File: config.mk
export PLATFORM = sky130hd
export DESIGN_NAME = shape_fill_engine
export DESIGN_NICKNAME = d
export VERILOG_FILES = /design/src/rtl/shape_fill_pkg.sv /design/src/rtl/shape_fill_engine_cmd_fifo.sv /design/src/rtl/shape_fill_engine.sv
export SDC_FILE = /design/constraint.sdc
export NUM_CORES = 1
export LEC_CHECK = 0
export CAP_MARGIN = 20
export CORE_MARGIN = 4
export CORE_UTILIZATION = 37
export DETAILED_ROUTE_END_ITERATION = 12
export GPL_ROUTABILITY_DRIVEN = 1
export GPL_TIMING_DRIVEN = 0
export PLACE_DENSITY = 0.65
export SETUP_SLACK_MARGIN = 0.02
export SLEW_MARGIN = 20
export SYNTH_ARGS = -nofsm -noshare
export SYNTH_HDL_FRONTEND = slang
export SYNTH_SLANG_ARGS = --single-unit
File: constraint.sdc
create_clock -name Clck -period 13.3 [get_ports Clck]
set_input_delay 2.66 -clock Clck [delete_from_list [all_inputs] [get_ports Clck]]
set_output_delay 2.66 -clock Clck [all_outputs]
set_load 0.05 [all_outputs]
File: src/rtl/shape_fill_pkg.sv
// shape_fill_pkg: mode codes, FSM encoding and command record layout for shape_fill_engine.
// Rev 1.0
`default_nettype none

package shape_fill_pkg;

  localparam logic [1:0] MODE_FILL    = 2'd0;
  localparam logic [1:0] MODE_OUTLINE = 2'd1;
  localparam logic [1:0] MODE_CIRCLE  = 2'd2;

  typedef enum logic [2:0] {
    ST_IDLE  = 3'd0,
    ST_LOAD  = 3'd1,
    ST_TEST  = 3'd2,
    ST_WRITE = 3'd3,
    ST_GAP   = 3'd4,
    ST_FIN   = 3'd5
  } state_t;

  // Record packs as {x0, y0, x1, y1, mode, color}, colour in the LSBs.
  function automatic int cmd_off_mode(input int cb);
    return cb;
  endfunction

  function automatic int cmd_off_y1(input int cb);
    return cb + 2;
  endfunction

  function automatic int cmd_off_x1(input int yb, input int cb);
    return cb + 2 + yb;
  endfunction

  function automatic int cmd_off_y0(input int xb, input int yb, input int cb);
    return cb + 2 + yb + xb;
  endfunction

  function automatic int cmd_off_x0(input int xb, input int yb, input int cb);
    return cb + 2 + 2 * yb + xb;
  endfunction

  function automatic int cmd_width(input int xb, input int yb, input int cb);
    return cb + 2 + 2 * (xb + yb);
  endfunction

endpackage

`default_nettype wire

File: src/rtl/shape_fill_engine_cmd_fifo.sv
// cmd_fifo: registered command queue with push, pop, flush and full/empty flags.
// Rev 1.0
`default_nettype none

module cmd_fifo #(
  parameter int WIDTH = 8,
  parameter int DEPTH = 4
) (
  input  logic             i_clk,
  input  logic             i_rst,
  input  logic             i_push,
  input  logic [WIDTH-1:0] i_data,
  input  logic             i_pop,
  input  logic             i_flush,
  output logic [WIDTH-1:0] o_data,
  output logic             o_full,
  output logic             o_empty
);

  localparam int AW = $clog2(DEPTH);

  logic [WIDTH-1:0] r_mem [DEPTH];
  logic [AW:0]      r_wr;
  logic [AW:0]      r_rd;
  logic             w_do_push;
  logic             w_do_pop;

  // Extra pointer MSB separates full from empty when the indices match.
  assign o_empty   = (r_wr == r_rd);
  assign o_full    = (r_wr[AW] != r_rd[AW]) && (r_wr[AW-1:0] == r_rd[AW-1:0]);
  assign o_data    = r_mem[r_rd[AW-1:0]];
  assign w_do_push = i_push && !o_full && !i_flush;
  assign w_do_pop  = i_pop && !o_empty && !i_flush;

  always_ff @(posedge i_clk or posedge i_rst) begin
    if (i_rst) begin
      r_wr <= '0;
      r_rd <= '0;
    end else if (i_flush) begin
      r_wr <= '0;
      r_rd <= '0;
    end else begin
      if (w_do_push) r_wr <= r_wr + 1'b1;
      if (w_do_pop)  r_rd <= r_rd + 1'b1;
    end
  end

  always_ff @(posedge i_clk) begin
    if (w_do_push) r_mem[r_wr[AW-1:0]] <= i_data;
  end

endmodule

`default_nettype wire

File: src/rtl/shape_fill_engine.sv
// shape_fill_engine: rasterises queued FILL / OUTLINE / CIRCLE box commands into a framebuffer write stream.
// Rev 1.0
`default_nettype none

module shape_fill_engine
  import shape_fill_pkg::*;
#(
  parameter int X_BITS     = 8,
  parameter int Y_BITS     = 7,
  parameter int COLOR_BITS = 3,
  parameter int WR_HOLD    = 3,
  parameter int FIFO_DEPTH = 4
) (
  input  logic                  Clck,
  input  logic                  Reset,
  input  logic                  cmd_valid,
  output logic                  cmd_ready,
  input  logic [X_BITS-1:0]     cmd_x0,
  input  logic [Y_BITS-1:0]     cmd_y0,
  input  logic [X_BITS-1:0]     cmd_x1,
  input  logic [Y_BITS-1:0]     cmd_y1,
  input  logic [1:0]            cmd_mode,
  input  logic [COLOR_BITS-1:0] cmd_color,
  input  logic                  abort,
  output logic [X_BITS-1:0]     pix_x,
  output logic [Y_BITS-1:0]     pix_y,
  output logic [COLOR_BITS-1:0] pix_color,
  output logic                  pix_we,
  output logic                  busy,
  output logic                  done
);

  localparam int CMD_W   = cmd_width(X_BITS, Y_BITS, COLOR_BITS);
  localparam int OFF_MD  = cmd_off_mode(COLOR_BITS);
  localparam int OFF_Y1  = cmd_off_y1(COLOR_BITS);
  localparam int OFF_X1  = cmd_off_x1(Y_BITS, COLOR_BITS);
  localparam int OFF_Y0  = cmd_off_y0(X_BITS, Y_BITS, COLOR_BITS);
  localparam int OFF_X0  = cmd_off_x0(X_BITS, Y_BITS, COLOR_BITS);
  localparam int MB      = (X_BITS > Y_BITS) ? X_BITS : Y_BITS;
  localparam int DW      = MB + 2;
  localparam int SW      = 2 * DW;
  localparam int HW      = (WR_HOLD > 1) ? $clog2(WR_HOLD) : 1;

  state_t r_state, w_state_n;

  logic [CMD_W-1:0]      w_cmd_in, w_head;
  logic                  w_full, w_empty, w_push, w_pop;
  logic [X_BITS-1:0]     r_x0, r_x1, r_x, r_pix_x;
  logic [Y_BITS-1:0]     r_y0, r_y1, r_y, r_pix_y;
  logic [1:0]            r_mode;
  logic [COLOR_BITS-1:0] r_color, r_pix_color;
  logic [X_BITS:0]       r_cx, w_sx;
  logic [Y_BITS:0]       r_cy, w_sy;
  logic [SW-1:0]         r_r2, w_re, w_dx2, w_dy2;
  logic [HW-1:0]         r_hold;
  logic [MB-1:0]         w_wx, w_wy, w_r;
  logic signed [DW-1:0]  w_dx, w_dy;
  logic signed [SW-1:0]  w_dxs, w_dys;
  logic [SW:0]           w_dist;
  logic                  w_in_circ, w_incl, w_last, w_degen;

  assign w_cmd_in  = {cmd_x0, cmd_y0, cmd_x1, cmd_y1, cmd_mode, cmd_color};
  assign cmd_ready = !w_full;
  assign w_push    = cmd_valid && cmd_ready && !abort;
  assign w_pop     = (r_state == ST_IDLE) && !w_empty && !abort;

  cmd_fifo #(
    .WIDTH (CMD_W),
    .DEPTH (FIFO_DEPTH)
  ) u_cmd_fifo (
    .i_clk   (Clck),
    .i_rst   (Reset),
    .i_push  (w_push),
    .i_data  (w_cmd_in),
    .i_pop   (w_pop),
    .i_flush (abort),
    .o_data  (w_head),
    .o_full  (w_full),
    .o_empty (w_empty)
  );

  // Geometry set up during LOAD from the latched command.
  assign w_sx    = {1'b0, r_x0} + {1'b0, r_x1};
  assign w_sy    = {1'b0, r_y0} + {1'b0, r_y1};
  assign w_wx    = MB'(r_x1 - r_x0);
  assign w_wy    = MB'(r_y1 - r_y0);
  assign w_r     = ((w_wx < w_wy) ? w_wx : w_wy) >> 1;
  assign w_re    = SW'(w_r);
  assign w_degen = (r_x1 < r_x0) || (r_y1 < r_y0);

  // Exact circle test: widened signed differences, unsigned sum one bit wider.
  assign w_dx      = $signed(DW'(r_x) - DW'(r_cx));
  assign w_dy      = $signed(DW'(r_y) - DW'(r_cy));
  assign w_dxs     = SW'(w_dx);
  assign w_dys     = SW'(w_dy);
  assign w_dx2     = $unsigned(w_dxs * w_dxs);
  assign w_dy2     = $unsigned(w_dys * w_dys);
  assign w_dist    = {1'b0, w_dx2} + {1'b0, w_dy2};
  assign w_in_circ = (w_dist <= {1'b0, r_r2});
  assign w_last    = (r_x == r_x1) && (r_y == r_y1);

  always_comb begin
    w_incl = 1'b1;
    case (r_mode)
      MODE_OUTLINE: w_incl = (r_x == r_x0) || (r_x == r_x1) || (r_y == r_y0) || (r_y == r_y1);
      MODE_CIRCLE:  w_incl = w_in_circ;
      default:      w_incl = 1'b1;
    endcase
  end

  always_ff @(posedge Clck or posedge Reset) begin
    if (Reset) r_state <= ST_IDLE;
    else       r_state <= w_state_n;
  end

  always_comb begin
    w_state_n = r_state;
    pix_we    = (r_state == ST_WRITE);
    done      = (r_state == ST_FIN);
    busy      = (r_state != ST_IDLE) || !w_empty;
    if (abort) begin
      w_state_n = ST_IDLE;
    end else begin
      case (r_state)
        ST_IDLE:  if (!w_empty) w_state_n = ST_LOAD;
        ST_LOAD:  w_state_n = w_degen ? ST_FIN : ST_TEST;
        ST_TEST:  w_state_n = w_incl ? ST_WRITE : (w_last ? ST_FIN : ST_TEST);
        ST_WRITE: if (r_hold == HW'(WR_HOLD - 1)) w_state_n = ST_GAP;
        ST_GAP:   w_state_n = w_last ? ST_FIN : ST_TEST;
        ST_FIN:   w_state_n = ST_IDLE;
        default:  w_state_n = ST_IDLE;
      endcase
    end
  end

  always_ff @(posedge Clck or posedge Reset) begin
    if (Reset) begin
      r_x0        <= '0;
      r_y0        <= '0;
      r_x1        <= '0;
      r_y1        <= '0;
      r_mode      <= '0;
      r_color     <= '0;
      r_cx        <= '0;
      r_cy        <= '0;
      r_r2        <= '0;
      r_x         <= '0;
      r_y         <= '0;
      r_hold      <= '0;
      r_pix_x     <= '0;
      r_pix_y     <= '0;
      r_pix_color <= '0;
    end else begin
      case (r_state)
        ST_IDLE: begin
          if (w_pop) begin
            r_x0    <= w_head[OFF_X0 +: X_BITS];
            r_y0    <= w_head[OFF_Y0 +: Y_BITS];
            r_x1    <= w_head[OFF_X1 +: X_BITS];
            r_y1    <= w_head[OFF_Y1 +: Y_BITS];
            r_mode  <= w_head[OFF_MD +: 2];
            r_color <= w_head[0 +: COLOR_BITS];
          end
        end
        ST_LOAD: begin
          r_cx <= w_sx >> 1;
          r_cy <= w_sy >> 1;
          r_r2 <= w_re * w_re;
          r_x  <= r_x0;
          r_y  <= r_y0;
        end
        ST_TEST: begin
          if (w_incl) begin
            r_pix_x     <= r_x;
            r_pix_y     <= r_y;
            r_pix_color <= r_color;
            r_hold      <= '0;
          end else if (!w_last) begin
            if (r_x == r_x1) begin
              r_x <= r_x0;
              r_y <= r_y + 1'b1;
            end else begin
              r_x <= r_x + 1'b1;
            end
          end
        end
        ST_WRITE: r_hold <= r_hold + 1'b1;
        ST_GAP: begin
          // The last pixel is never advanced past, so x1/y1 at full scale cannot wrap.
          if (!w_last) begin
            if (r_x == r_x1) begin
              r_x <= r_x0;
              r_y <= r_y + 1'b1;
            end else begin
              r_x <= r_x + 1'b1;
            end
          end
        end
        default: ;
      endcase
    end
  end

  assign pix_x     = r_pix_x;
  assign pix_y     = r_pix_y;
  assign pix_color = r_pix_color;

endmodule

`default_nettype wire

Word-level counts from Yosys, hierarchy flattened:

Memory sizes are Yosys's and may differ from the RTL's. A register that Yosys moved wholly into a read port is not among the register bits.
Index checks and enable logic that the tools add are counted.

* eq/ne operators: 19
* add/sub/neg operators: 12
* $mul: 3
* reduce and logical (&&, ||, !) cells: 29
* $lt $le $gt $ge: 4
* mux-type cells: 25

Operators with widths (number)
* two-way mux 8 bit: 4
* two-way mux 3 bit: 10
* one-hot mux 8 bit (3 select lines): 1
* adder 20 x 20 -> 21 bit: 1
* <= comparator 21 x 20 -> 1 bit: 1
* two-way mux 7 bit: 3
* one-hot mux 7 bit (3 select lines): 1
* multiplier 9 x 9 -> 18 bit: 1
* == test 8 bit: 2
* < comparator 8 bit: 2
* multiplier 8 x 8 -> 16 bit: 1
* subtractor 7 x 7 -> 8 bit: 2
* one-hot mux 3 bit (5 select lines): 1
* == test 7 bit: 2
* multiplier 7 x 7 -> 14 bit: 1
* logical AND 1 bit: 10
* AND reduction 2 bit: 5
* adder 8 x 8 -> 9 bit: 1
* subtractor 8 x 8 -> 9 bit: 1
* adder 7 x 7 -> 8 bit: 1
* adder 8 x 1 -> 8 bit, second input constant: 1
* subtractor 8 bit: 1
* adder 7 x 1 -> 7 bit, second input constant: 1
* < comparator 7 bit: 1
* 22 further kinds: 37

* logic and storage cells: 105
* register bits after elaboration: 79
* memory bits (writable): 140
* output and inout port bits: 22
* memories: 1

Memories
* u_cmd_fifo.r_mem: depth 4, bits a word 35, rd ports 1, clocked after Yosys merged registers in 1, write ports 1, line shape_fill_engine_cmd_fifo.sv:22 `logic [WIDTH-1:0] r_mem [DEPTH];`

Longest topological paths before layout:

Gate-level depths: netlist of run 1.

* depth after elaboration: 9
* depth in mapped cells: 46

Modules after synthesis:

From an unflattened synthesis of run 1, not the netlist that was laid out.

* cell total of the unflattened synthesis: 1830
* area, all modules: 19119.6 um^2

Modules (own cells, without submodules)
* shape_fill_engine: times used 1, sequential area each 2527.4 um^2, cells each 1583, area an instance 13529.2 um^2
* cmd_fifo: times used 1, sequential area each 4354.2 um^2, cells each 247, area an instance 5590.4 um^2

Worst setup path before layout of run 1:

No wires, ideal clock.

* path kind: flip-flop to flip-flop
* start: reg r_x[0]
* end: reg r_pix_color[0] (netlist: pix_color[0])
* arrival: 8.805 ns
* clock period less this slack: 8.930 ns
* setup time: 0.125 ns
* stages on the path, launching flop included: 43
* path slack: 4.370 ns
* required time: 13.175 ns
* cells stage by stage: dfrtp_1 inv_1 ha_1 inv_1 fa_1 nand2_1 nand2_1 a21oi_1 o21bai_1 a21oi_1 o21a_1 inv_1 clkbuf_1 nor2_1 fa_1 inv_1 fa_1 inv_1 (+7 left out) o211ai_1 nor2_1 xnor2_1 ha_1 a21o_1 or3_1 a21o_1 a41oi_1 xnor2_1 ha_1 nand4_1 nor4b_1 a21oi_1 o31ai_1 o2111ai_2 a21oi_4 buf_6 mux2_4

* cells in the longest elaborated chain, start to end: 6

Ends and longest elaborated chain
* start, declared: line shape_fill_engine.sv:48 `logic [X_BITS-1:0] r_x0, r_x1, r_x, r_pix_x;`
* start signal, assigned: line shape_fill_engine.sv:169 `r_x <= r_x0;`
* start signal, assigned: line shape_fill_engine.sv:180 `r_x <= r_x0;`
* start signal, assigned: line shape_fill_engine.sv:183 `r_x <= r_x + 1'b1;`
* subtractor 8 x 8 -> 9 bit or == test 8 bit (tied branches): line shape_fill_engine.sv:92, shape_fill_engine.sv:105
* multiplier 9 x 9 -> 18 bit or logical OR 1 bit (tied branches): line shape_fill_engine.sv:96, shape_fill_engine.sv:105
* adder 20 x 20 -> 21 bit or logical OR 1 bit (tied branches): line shape_fill_engine.sv:98, shape_fill_engine.sv:105
* <= comparator 21 x 20 -> 1 bit or logical OR 1 bit (tied branches): line shape_fill_engine.sv:99, shape_fill_engine.sv:105
* one-hot mux 1 bit (2 select lines) *: line shape_fill_engine.sv:104 `case (r_mode)`
* AND reduction 2 bit (no source line) *
* end signal, assigned: line shape_fill_engine.sv:176 `r_pix_color <= r_color;`
* end, declared: line shape_fill_engine.sv:51 `logic [COLOR_BITS-1:0] r_color, r_pix_color;`

Mark *: on every way between the ends. The rest lies on a longest branch, timed or not.
A chain may end at the register's enable or synchronous reset.

Final worst setup path of run 1:

* start: reg r_x[1]
* end: reg r_pix_y[2] (netlist: pix_y[2])

* cells in the longest elaborated chain, start to end: 6

Ends and longest elaborated chain
* subtractor 8 x 8 -> 9 bit or == test 8 bit (tied branches): line shape_fill_engine.sv:92, shape_fill_engine.sv:105
* multiplier 9 x 9 -> 18 bit or logical OR 1 bit (tied branches): line shape_fill_engine.sv:96, shape_fill_engine.sv:105
* adder 20 x 20 -> 21 bit or logical OR 1 bit (tied branches): line shape_fill_engine.sv:98, shape_fill_engine.sv:105
* <= comparator 21 x 20 -> 1 bit or logical OR 1 bit (tied branches): line shape_fill_engine.sv:99, shape_fill_engine.sv:105
* one-hot mux 1 bit (2 select lines) *: line shape_fill_engine.sv:104
* AND reduction 2 bit (no source line) *
* end signal, assigned: line shape_fill_engine.sv:175 `r_pix_y <= r_y;`
* end, declared: line shape_fill_engine.sv:49 `logic [Y_BITS-1:0] r_y0, r_y1, r_y, r_pix_y;`

Marked as above.

==> reports/metrics.csv, run 1 <==
metric;value;unit
status;finished clean;
grt_pass1_vias;13350;
drive_gt1_share;7.729;%
criticalPathCategory;flop to flop;
grt_pass1_wl;68.16;mm
cts_buffers;26;
first_pass_iters;7;
htree_levels;1;
antenna_found_initial;0;
ant_nets;0;
clock.fmax;0.09243;GHz
dieArea;54760;µm²
cp_max_fo;10;
fill_cells;4774;
avgSynthCellArea;10.79;µm²
synth_flop_cell;edfxtp_1;
place_congestion;0.8685;
setup_violations;0;
netlist_instances;1751;
slew_violations;0;
fin_crit_sh;81.35;%
arrival;11.23;ns
port_buffers;59;
start_util;37.52;%
cpPeakStageDelay;0.65;ns
max-cap-violations;0;
clk_pin_slew;0.07;ns
slew_headroom;21.02;%
grt_overflow_total;0;
post_cts.repair.setup_buffers;0;
syn-num-nets;2091;
viasPerCell;4.928;
die_y;234.0;µm
place_ws;2.557;ns
ys_async_sr_fraction;43.32;%
clock_latency;0.54;ns
final_cell_count_no_fill;2535;
final_util;42.27;%
fin_crit;10.82;ns
min_path_type;flop to flop;
drc;0;
num_rows;82;
ys_seq_elements;247;
yosys_warnings;0;
netlist_area;18900;µm²
rsz0062_at_grt;false;
grt_max_degree;56;
hold_violations;0;
synth_edf_count;140;
cts-root-buf;clkbuf_16;
fin_tns_setup;0;ns
cp.required;13.72;ns
place_hpwl;32.96;mm
finish.net_count;2183;
track_usage;15.29;%
die_x;234.0;µm
place_inst;2487;
wire_per_inst;16.12;µm
drt_iter0_drc;507;
cts_tree;built;
seq_area;6882;µm²
end_kind;flop;
synth_cell_types;79;
core;50380;µm²
clock-sinks;247;
ys_seq_area_share;36.41;%
syn_to_final_growth;12.66;%
n_antenna_cell;0;
slowest_stage;dfrtp_1;
layout_setup_ws;2.481;ns
multi_input_area;10750;µm²
worst_pin_slew;1.182;ns
routed_wl;40.86;mm
vias;12490;
ctsHoldBuffers;0;
layout.cells.most_common;inv_1;
cp-start-kind;flop;
fin_worst_skew;0.01588;ns
cts_resized;0;
ioPinCount;61;
clk_path_buf_depth;3;
final_cell_mix;284 x inv_1, 174 x ha_1, 140 x edfxtp_1;
## synthesized netlist by cell type (all sizes together), types with 19 or more instances
master  count  area share [%]
inv       285             5.7
a21o       21            0.83
ha        174              12
nor3       19            0.50
a21oi      75             2.0
xnor2      78             3.6
dfrtp     107              14
fa        127              13
nor2      132             2.7
clkbuf     33            0.66
mux2       37             2.4
edfxtp    140              22
xor2       46             2.1
nand2     123             2.4
o21ai      83             2.2
o21bai     19            0.75
mux4       35             4.2
## sequential cells by signal, indices dropped and copies added (netlist names), 8 cells and up
signal,count
r_x,8
u_cmd_fifo.r_mem,140
r_cx,8
r_x0,8
r_x1,8
pix_x,8
r_r2,13
## per-stage QoR
stage	hold WS, ns	cell area (µm²)
global route	0.4858	21290
floorplan	0.4240	18900
detailed placement	0.4412	20450
global placement	0.4376	20330
finish	0.4596	21290
CTS	0.4555	21290
## worst max-delay path, delay by kind of cell, from the launching register on
| kind | cells | cell delay [ns] |
|---|---|---|
| DFF | 1 | 0.65 |
| and+or+nand+nor | 7 | 1.33 |
| AOI/OAI and AO/OA | 12 | 2.81 |
| xor gates and xnor gates | 3 | 0.84 |
| buffers and inverters | 6 | 0.80 |
| muxes | 1 | 0.32 |
| adders and majority gates | 9 | 3.94 |
## final timing paths
kind / startpoint / end / slack, ns / depth (start not counted)
setup / recovery: r_x[1] / pix_y[2] / 2.48 / 38
hold / removal: r_hold[0] / r_hold[0] / 0.46 / 1
setup reg to reg: r_x[1] / pix_y[2] / 2.48 / 38
hold reg to reg: r_hold[0] / r_hold[0] / 0.46 / 1
max in group asynchronous: Reset / pix_color[2] / 10.09 / 3
min in group asynchronous: Reset / pix_x[4] / 2.55 / 2
## metal layers
layer,up-vias,global-route usage [%],wire length (µm)
met5,-,0,0
met4,0,4.605,1151
met3,55,1.421,956
met2,159,28.20,21260
met1,6187,18.97,17490
li1,6091,-,-
## area by class of cell
cell class              count  share of cell area [%]
flip-flops and latches    247                   32.32
multi-input cells        1172                   50.47
inverters                 287                   5.083
well taps                 672                   3.949
clock buffers              32                   3.308
clock inverters            16                  0.6581
repair buffers             64                   3.279
plain buffers              45                  0.9401
## cell families (layout without fill, tap and decap cells)
group | after synthesis | after routing | share of synthesized area (%)
compound gates | 273 | 273 | 9.288
xor+xnor | 124 | 124 | 5.746
fa+ha+maj | 302 | 302 | 25.02
buf+inv | 332 | 444 | 6.759
flops | 247 | 247 | 36.41
mux | 83 | 83 | 7.176
simple gates | 390 | 390 | 9.599
Power of run 1 is not shown: default switching activity piles up to over one toggle a cycle in this logic, so the estimate is an artifact.
==> run 2, diff against run 1 <==
--- a/config.mk
+++ b/config.mk
@@ -11,7 +11,7 @@
 export DETAILED_ROUTE_END_ITERATION = 12
 export GPL_ROUTABILITY_DRIVEN = 1
 export GPL_TIMING_DRIVEN = 0
-export PLACE_DENSITY = 0.65
+export PLACE_DENSITY = 0.67
 export SETUP_SLACK_MARGIN = 0.02
 export SLEW_MARGIN = 20
 export SYNTH_ARGS = -nofsm -noshare
==> constraint.sdc (replaced) <==
create_clock -name Clck -period 9.95 [get_ports Clck]
set_input_delay 1.99 -clock Clck [delete_from_list [all_inputs] [get_ports Clck]]
set_output_delay 1.99 -clock Clck [all_outputs]
set_load 0.05 [all_outputs]
==> run 2 against run 1 <==
  * Clock skew decreased by 0.0013 ns
  * Fmax rose by 13%
  * Die area is the same
  * First-iteration DRC count increased by 5.9%
  * Utilization up 0.59 points
  * Routed wire length grew 0.47%
  * Critical path type unchanged
  * Largest cell class unchanged
  * Highest routed layer unchanged
==> reports/metrics.csv, run 2 (same netlist as run 1, synthesis figures left out) <==
metric;value;unit
die_y;234.0;µm
layout_setup_ws;0.4055;ns
clock-sinks;247;
slowest_stage;fa_1;
slew_headroom;28.27;%
start_util;37.52;%
cp-start-kind;flop;
fin_crit_sh;95.92;%
dieArea;54760;µm²
final_cell_mix;282 x inv_1, 173 x ha_1, 140 x edfxtp_1;
cpMostUsedCell;inv_1;
slew_violations;0;
grt_pass1_vias;13430;
place_ws;-0.5883;ns
fin_crit;9.545;ns
cp.required;10.35;ns
cts_buffers;25;
drt_iter0_drc;537;
place_congestion;0.8984;
syn_to_final_growth;14.23;%
fin_worst_skew;0.01454;ns
crit_end;pix_color[1];
cts-root-buf;clkbuf_16;
setup_violations;0;
ant_nets;0;
routed_wl;41.05;mm
largest_reg_flops;140;
clk_path_buf_depth;3;
num_rows;82;
viasPerCell;4.959;
clk_pin_slew;0.06;ns
grt_max_degree;60;
rrSetupSlack;0.41;ns
core;50380;µm²
grt_pass1_wl;67.77;mm
htree_levels;1;
track_usage;15.17;%
antenna_found_initial;0;
final_util;42.86;%
cpPeakStageDelay;0.55;ns
r2r_end;pix_color[1];
place_inst;2487;
min_path_type;flop to flop;
wire_per_inst;16.12;µm
hold_violations;0;
vias;12630;
cp_max_fo;10;
drc;0;
grt_overflow_total;0;
max-cap-violations;0;
finish.net_count;2197;
status;finished clean;
n_antenna_cell;0;
crit_path_start;r_x[0];
port_buffers;59;
place_hpwl;32.93;mm
clock_latency;0.53;ns
cts_tree;built;
first_pass_iters;5;
reg2reg_from;r_x[0];
die_x;234.0;µm
ctsHoldBuffers;0;
ioPinCount;61;
worst_pin_slew;1.074;ns
drive_gt1_share;9.387;%
clock.fmax;0.1048;GHz
end_kind;flop;
arrival;9.95;ns
layout.cells.most_common;inv_1;
rr_worst_depth;42;
final_cell_count_no_fill;2547;
criticalPathCategory;flop to flop;
run 2: changes by cell type in the layout (fill, tap and decap cells not counted), moves of 3 or more:
cell | previous run | this run
xnor2_1 | 78 | 75
clkinv_4 | 3 | 0
buf_16 | 1 | 5
buf_4 | 0 | 16
bufinv_16 | 1 | 5
a21oi_1 | 74 | 70
buf_12 | 4 | 0
a21oi_2 | 0 | 4
run 2: how the worst min path moves through the flow:
stage          cells after the start   endpoint       from  slack, ns
2_1_floorplan                      1  r_hold[0]  r_hold[0]       0.42
6_report                           1  r_hold[0]  r_hold[0]       0.45
4_1_cts                            1  r_hold[0]  r_hold[0]       0.46
5_1_grt                            1  r_hold[0]  r_hold[0]       0.48
3_5_place_dp                       1  r_hold[0]  r_hold[0]       0.45
3_3_place_gp                       1  r_hold[0]  r_hold[0]       0.44
run 2: critical path, delay by kind of cell (launching register included):
family	cells	cell delay (ns)
DFF	1	0.42
xor gates and xnor gates	3	0.44
and+or+nand+nor	8	1.10
buffers and inverters	9	0.85
adders and majority gates	10	4.05
muxes	1	0.32
AOI/OAI and AO/OA	11	2.22
run 2: final cells by class:
| class | count | area [µm²] |
|---|---|---|
| well taps | 672 | 840.8 |
| repair buffers | 80 | 848.3 |
| plain buffers | 44 | 196.4 |
| clock inverters | 13 | 200.2 |
| inverters | 287 | 1086 |
| flip-flops and latches | 247 | 6884 |
| multi-input cells | 1172 | 10880 |
| fillers | 4728 | 28790 |
| clock buffers | 32 | 651.9 |
run 2: repair_timing:
item / in CTS / in global routing
resized for setup: 5 / 25
hold endpoints to repair: 0 / 0
endpoints found under the setup margin: 38 / 38
pin swaps: 4 / 12
setup buffers: 4 / 12
run 2: routing by layer:
layer	global-route usage, %	up-vias	share of wire, %
met2	28.33	191	52
met1	18.54	6263	42
met5	0	-	0
met4	4.716	0	3.3
li1	-	6106	-
met3	1.312	71	2.6
run 2: through the flow:
| step | setup TNS [ns] | instance area [µm²] | hold slack, ns |
|---|---|---|---|
| after floorplan | 0 | 18900 | 0.4240 |
| after global placement | -14.63 | 20330 | 0.4377 |
| after detailed placement | -18.72 | 20480 | 0.4493 |
| after CTS | 0 | 21380 | 0.4578 |
| after global routing | -0.7752 | 21590 | 0.4780 |
| final | 0 | 21590 | 0.4521 |
Power of run 2 is left out for the same reason.
